==> config.mk <==
export PLATFORM = sky130hd
export DESIGN_NAME = gfp8_dot_sequencer
export DESIGN_NICKNAME = d
export VERILOG_FILES = /design/src/rtl/gfp8_dot_sequencer.sv
export SDC_FILE = /design/constraint.sdc
export NUM_CORES = 2
export LEC_CHECK = 0
export ABC_AREA = 1
export BUFFER_PORTS_ARGS = -buffer_cell sky130_fd_sc_hd__buf_2
export CAP_MARGIN = 10
export CORE_AREA = 2 2 450 452
export DETAILED_ROUTE_END_ITERATION = 10
export DIE_AREA = 0 0 452 454
export GPL_TIMING_DRIVEN = 0
export PLACE_DENSITY = 0.39
export SYNTH_ARGS = -nofsm -noshare
export SYNTH_HDL_FRONTEND = slang
export SYNTH_SLANG_ARGS = --single-unit
==> constraint.sdc <==
create_clock -name i_clk -period 31.3 [get_ports i_clk]
set_input_delay 7.825 -clock i_clk [delete_from_list [all_inputs] [get_ports i_clk]]
set_output_delay 7.825 -clock i_clk [all_outputs]
set_load 0.005 [all_outputs]
==> src/rtl/gfp8_dot_sequencer.sv <==
// Command/group sequencer for a GFP8 dot product: feeds group operands to an external
// 1-cycle group-dot unit and folds its results into a saturating GFP accumulator.
module gfp8_dot_sequencer #(
    parameter int NG_W = 8
) (
    input  logic              i_clk,
    input  logic              i_reset,
    input  logic              i_cmd_valid,
    output logic              o_cmd_ready,
    input  logic [NG_W-1:0]   i_cmd_ngroups,
    input  logic              i_grp_valid,
    output logic              o_grp_ready,
    input  logic [7:0]        i_grp_exp_left,
    input  logic [7:0]        i_grp_exp_right,
    input  logic [255:0]      i_grp_man_left,
    input  logic [255:0]      i_grp_man_right,
    output logic [7:0]        o_dot_exp_left,
    output logic [7:0]        o_dot_exp_right,
    output logic [255:0]      o_dot_man_left,
    output logic [255:0]      o_dot_man_right,
    input  logic [31:0]       i_dot_mantissa,
    input  logic [7:0]        i_dot_exponent,
    output logic              o_res_valid,
    input  logic              i_res_ready,
    output logic [31:0]       o_res_mantissa,
    output logic [7:0]        o_res_exponent,
    output logic              o_busy,
    output logic [NG_W-1:0]   o_grp_count
);

    typedef enum logic [1:0] {IDLE, RUN, DRAIN, DONE} state_t;

    state_t             state;
    state_t             state_nxt;
    logic [NG_W-1:0]    ngroups_q;
    logic [NG_W-1:0]    grp_count_q;
    logic [1:0]         issue_q;
    logic               first_q;
    logic signed [31:0] acc_man_q;
    logic signed [7:0]  acc_exp_q;

    logic               cmd_fire;
    logic               grp_ready;
    logic               grp_fire;
    logic               last_grp;
    logic signed [31:0] dot_man;
    logic signed [7:0]  dot_exp;
    logic signed [8:0]  exp_diff;
    logic [8:0]         shift_amt;
    logic signed [31:0] add_a;
    logic signed [31:0] add_b;
    logic [32:0]        sum;
    logic signed [31:0] acc_man_nxt;
    logic signed [7:0]  acc_exp_nxt;

    // Arithmetic shift where any distance of 31 or more collapses to the sign fill.
    function automatic logic signed [31:0] asr_fill(input logic signed [31:0] x,
                                                    input logic [8:0] sh);
        if (sh >= 9'd31) begin
            return {32{x[31]}};
        end
        return x >>> sh[4:0];
    endfunction

    assign cmd_fire  = i_cmd_valid && (state == IDLE);
    assign grp_ready = (state == RUN) && (grp_count_q < ngroups_q);
    assign grp_fire  = i_grp_valid && grp_ready;
    assign last_grp  = grp_fire && (grp_count_q == ngroups_q - 1'b1);

    always_comb begin
        state_nxt = state;
        case (state)
            IDLE:  if (i_cmd_valid) state_nxt = (i_cmd_ngroups == '0) ? DONE : RUN;
            RUN:   if (last_grp) state_nxt = DRAIN;
            // last result lands while nothing newer is still one stage behind it
            DRAIN: if (issue_q[1] && !issue_q[0]) state_nxt = DONE;
            DONE:  if (i_res_ready) state_nxt = IDLE;
            default: state_nxt = IDLE;
        endcase
    end

    assign dot_man = i_dot_mantissa;
    assign dot_exp = i_dot_exponent;

    always_comb begin
        exp_diff    = {dot_exp[7], dot_exp} - {acc_exp_q[7], acc_exp_q};
        add_a       = acc_man_q;
        add_b       = dot_man;
        acc_exp_nxt = acc_exp_q;
        shift_amt   = '0;
        if (exp_diff > 9'sd0) begin
            shift_amt   = exp_diff;
            add_a       = asr_fill(acc_man_q, shift_amt);
            acc_exp_nxt = dot_exp;
        end else begin
            shift_amt   = -exp_diff;
            add_b       = asr_fill(dot_man, shift_amt);
        end
        sum = {add_a[31], add_a} + {add_b[31], add_b};
        if (sum[32] != sum[31]) begin
            acc_man_nxt = sum[32] ? 32'sh8000_0000 : 32'sh7FFF_FFFF;
        end else begin
            acc_man_nxt = sum[31:0];
        end
        if (first_q) begin
            acc_man_nxt = dot_man;
            acc_exp_nxt = dot_exp;
        end
    end

    always_ff @(posedge i_clk or posedge i_reset) begin
        if (i_reset) begin
            state           <= IDLE;
            ngroups_q       <= '0;
            grp_count_q     <= '0;
            issue_q         <= '0;
            first_q         <= 1'b0;
            acc_man_q       <= '0;
            acc_exp_q       <= '0;
            o_dot_exp_left  <= '0;
            o_dot_exp_right <= '0;
            o_dot_man_left  <= '0;
            o_dot_man_right <= '0;
        end else begin
            state   <= state_nxt;
            issue_q <= {issue_q[0], grp_fire};
            if (cmd_fire) begin
                ngroups_q   <= i_cmd_ngroups;
                grp_count_q <= '0;
                acc_man_q   <= '0;
                acc_exp_q   <= '0;
                first_q     <= 1'b1;
            end
            if (grp_fire) begin
                grp_count_q     <= grp_count_q + 1'b1;
                o_dot_exp_left  <= i_grp_exp_left;
                o_dot_exp_right <= i_grp_exp_right;
                o_dot_man_left  <= i_grp_man_left;
                o_dot_man_right <= i_grp_man_right;
            end
            if (issue_q[1]) begin
                acc_man_q <= acc_man_nxt;
                acc_exp_q <= acc_exp_nxt;
                first_q   <= 1'b0;
            end
        end
    end

    assign o_cmd_ready    = (state == IDLE);
    assign o_busy         = (state != IDLE);
    assign o_res_valid    = (state == DONE);
    assign o_grp_ready    = grp_ready;
    assign o_grp_count    = grp_count_q;
    assign o_res_mantissa = acc_man_q;
    assign o_res_exponent = acc_exp_q;

endmodule
==> flow_summary_export.csv <==
group,metric,value,unit
power_and_ir_drop,p_leak,23.7,nW
synthesis,syn-num-nets,4906,
synthesis,yosys_most_used_dff,"dfrtp_1",
drt,drc_errors,0,
synthesis,async_reset_ff_share,100,%
synthesis,ys_ff_latch,589,
power_and_ir_drop,ir_worst_vdd,0.0409,mV
sta,fin_tns_setup,0,ns
global_route,overflow,0,
worst_setup_path,path_class,"in2reg",
sta,finalSetupViolations,0,
global_route,antenna_found_initial,102,
drt,wl_met1,83300,µm
clock_network,cts_resized,0,
drt,firstDrtPassIters,6,
layout,multi_input_area,14100,µm²
clock_network,path_clk_slew,0.06,ns
synthesis,yosysSeqAreaShare,48.3,%
worst_setup_path,cp_common_cell,"nand2_1",
layout,drive_gt1_share,25.6,%
floorplanning,chipWidth,452,µm
worst_setup_path,slowest_stage,"fa_1",
worst_setup_path,critPathLaunchType,"input port",
sta,slew_viol_final,0,
drt,final_antenna_net_count,0,
sta,skew,0.0486,ns
worst_setup_path,required,31.88,ns
synthesis,netlist_area,30500,µm²
layout,syn_to_final_growth,40.0,%
floorplanning,dieArea,205000,µm²
drt,drt_wl_total,218000,µm
worst_setup_path,cp_max_fo,10,
drt,via_per_inst,4.07,
clock_network,cts_hold_buffers,0,
global_route,grt_max_degree,112,
placement,routabilityCongestion,0.966,
layout,utilization,21.3,%
floorplanning,initial_core_util,15.2,%
drt,met3_length,19100,µm
clock_network,clk_latency,0.71,ns
clock_network,cts_buffer_depth,3,
global_route,grt_pass1_vias,32900,
layout,seq_area,14700,µm²
sta,worst_slew_pin_slew,0.858,ns
placement,placed_cells,8103,
clock_network,cts_tree,"done",
floorplanning,fp.dieH,454,µm
run,maxCapViolations,0,
layout,fin_nets,6155,
placement,dpl.hpwl,188000,µm
floorplanning,core,201000,µm²
power_and_ir_drop,power_density,124,nW/µm²
clock_network,postCtsSetupBuffers,0,
clock_network,numCtsBuffers,80,
synthesis,ys_warn_count,0,
drt,vias,33800,
synthesis,ys_types,46,
clock_network,cts_root_buffer,"clkbuf_16",
sta,maxSlewHeadroom,42.8,%
power_and_ir_drop,power,5.29,mW
synthesis,synthCells,4264,
worst_setup_path,cp.arrival,13.90,ns
drt,drt_iter0_drc,2810,
global_route,grt_first_pass_wirelength,286000,µm
floorplanning,top_level_ports,1161,
placement,io_buffers,1160,
clock_network,cts_sinks,589,
clock_network,cts-htree-levels,3,
synthesis,synth-edff-count,0,
drt,detail_route.wl_per_cell,26.2,µm
sta,fmax,75.0,MHz
floorplanning,row_count,165,
drt,wl_met2,107000,µm
global_route,grt_usage,20.5,%
synthesis,post_synth.cell_area_avg,7.16,µm²
sta,hold_violations,0,
layout,fillCellCount,23200,
sta,layout_min_cycle_time,13.33,ns
sta,rsz0062_at_grt,"no",
worst_setup_path,cpPeakStageDelay,0.51,ns
drt,highest-signal-layer,"met5",
sta,min_period_over_period,42.6,%
min_path,hold_class,"reg2reg",
outcome,outcome,"finished clean",
layout,finalNonFillerCells,8311,
worst_setup_path,worst_setup_path_end_kind,"register",
[worst max-delay path, delay by kind of cell]
| kind | cells | cell delay (ns) |
|---|---|---|
| compound gates | 3 | 0.37 |
| fa+ha+maj | 5 | 1.38 |
| buf+inv | 8 | 1.91 |
| simple gates | 18 | 2.40 |
[metrics by stage]
stage               hold WS, ns  instance area (µm²)  worst slack (ns)
floorplan                 0.349                30500              6.99
CTS                       0.387                42500             18.11
finish                    0.378                42700             17.97
global route              0.396                42700             17.66
global placement          0.363                39700             -2.93
detailed placement        0.370                39800             17.33
[placed cells by master (no fill, tap or decap), types with 4 or more instances in the layout]
cell type / count
diode_2: 66
nand3b_1: 6
nand3_2: 5
nand2_1: 2429
o21bai_1: 11
ha_1: 59
clkbuf_16: 82
nand4_1: 15
xnor2_1: 19
dfrtp_1: 589
buf_16: 5
mux2i_1: 13
clkbuf_8: 17
buf_4: 4
or2_2: 6
buf_1: 14
inv_1: 173
clkinv_2: 15
bufinv_16: 4
clkbuf_1: 135
o21ai_1: 29
inv_2: 8
nand3_1: 266
nor3_1: 13
nand2_2: 11
buf_6: 6
o211ai_1: 11
nor2_1: 115
buf_2: 1234
o21ai_0: 112
xor2_1: 12
a21oi_1: 111
[cells in the mapped netlist, types with 3 or more instances]
library cell | instances | area [µm²]
buf_4 | 4 | 30.0
nor2_1 | 115 | 432
inv_2 | 8 | 30.0
buf_6 | 6 | 67.6
inv_1 | 174 | 653
nor2_4 | 3 | 33.8
clkbuf_1 | 121 | 454
nand3_2 | 5 | 50.1
o21ai_1 | 29 | 145
nand2_1 | 2429 | 9120
or2_2 | 6 | 37.5
buf_1 | 14 | 52.6
ha_1 | 59 | 738
nor3_1 | 13 | 65.1
xor2_1 | 12 | 105
nand3b_1 | 6 | 45.0
o21bai_1 | 11 | 82.6
dfrtp_1 | 589 | 14700
nand2_2 | 11 | 68.8
mux2i_1 | 13 | 130
o21ai_0 | 112 | 561
a21oi_1 | 111 | 556
xnor2_1 | 19 | 166
nand2_4 | 3 | 33.8
nand4_1 | 15 | 93.8
o211ai_1 | 11 | 82.6
nand3_1 | 266 | 1330
buf_2 | 74 | 370
[power breakdown]
part           internal (mW)  leakage, nW  switching (mW)
clock                  0.557         1.33           0.401
combinational          0.890         15.0            2.03
sequential              1.11         7.39           0.298
total                   2.56         23.7            2.73
[registers in the layout, summed over array words and instances, names as in the netlist]
signal	count
o_dot_exp_right	8
first_q	1
o_res_exponent	8
o_dot_man_right	256
ngroups_q	8
o_grp_count	8
state	2
o_dot_exp_left	8
o_dot_man_left	256
issue_q	2
o_res_mantissa	32
[layer usage]
metal	vias to the layer above	global-route usage, %
met2	1179	34.7
met4	28	7.91
met3	316	6.97
li1	15900	-
met1	16400	23.7
met5	-	0
[kinds of logic after synthesis]
kind of cell	after synthesis	synth area share, %
flops	589	48.3
buf+inv	403	5.47
xor+xnor	31	0.890
mux	13	0.426
fa+ha+maj	61	2.55
compound gates	288	5.04
simple gates	2879	37.3
[area by class of cell]
type	count	area share, %
sequential	589	34.5
multi-input combinational	3272	33.0
timing repair buffer	1167	14.0
tap	2672	7.83
clock buffer	113	5.48
buffer	219	2.28
inverter	184	1.64
clock inverter	29	0.850
antenna	66	0.387
[worst paths after layout]
kind                                    from                   to  slack, ns  depth (start not counted)
max in group asynchronous            i_reset  o_dot_man_right[45]      22.24                          4
min                               issue_q[0]           issue_q[1]       0.38                          0
min in group asynchronous            i_reset   o_dot_exp_right[7]       7.24                          2
max                        i_dot_exponent[0]   o_res_mantissa[21]      17.97                         34
min reg2reg                       issue_q[0]           issue_q[1]       0.38                          0
max reg2reg                o_res_exponent[0]   o_res_mantissa[21]      24.87                         32
Note: power is estimated with default switching activity, not from simulation.
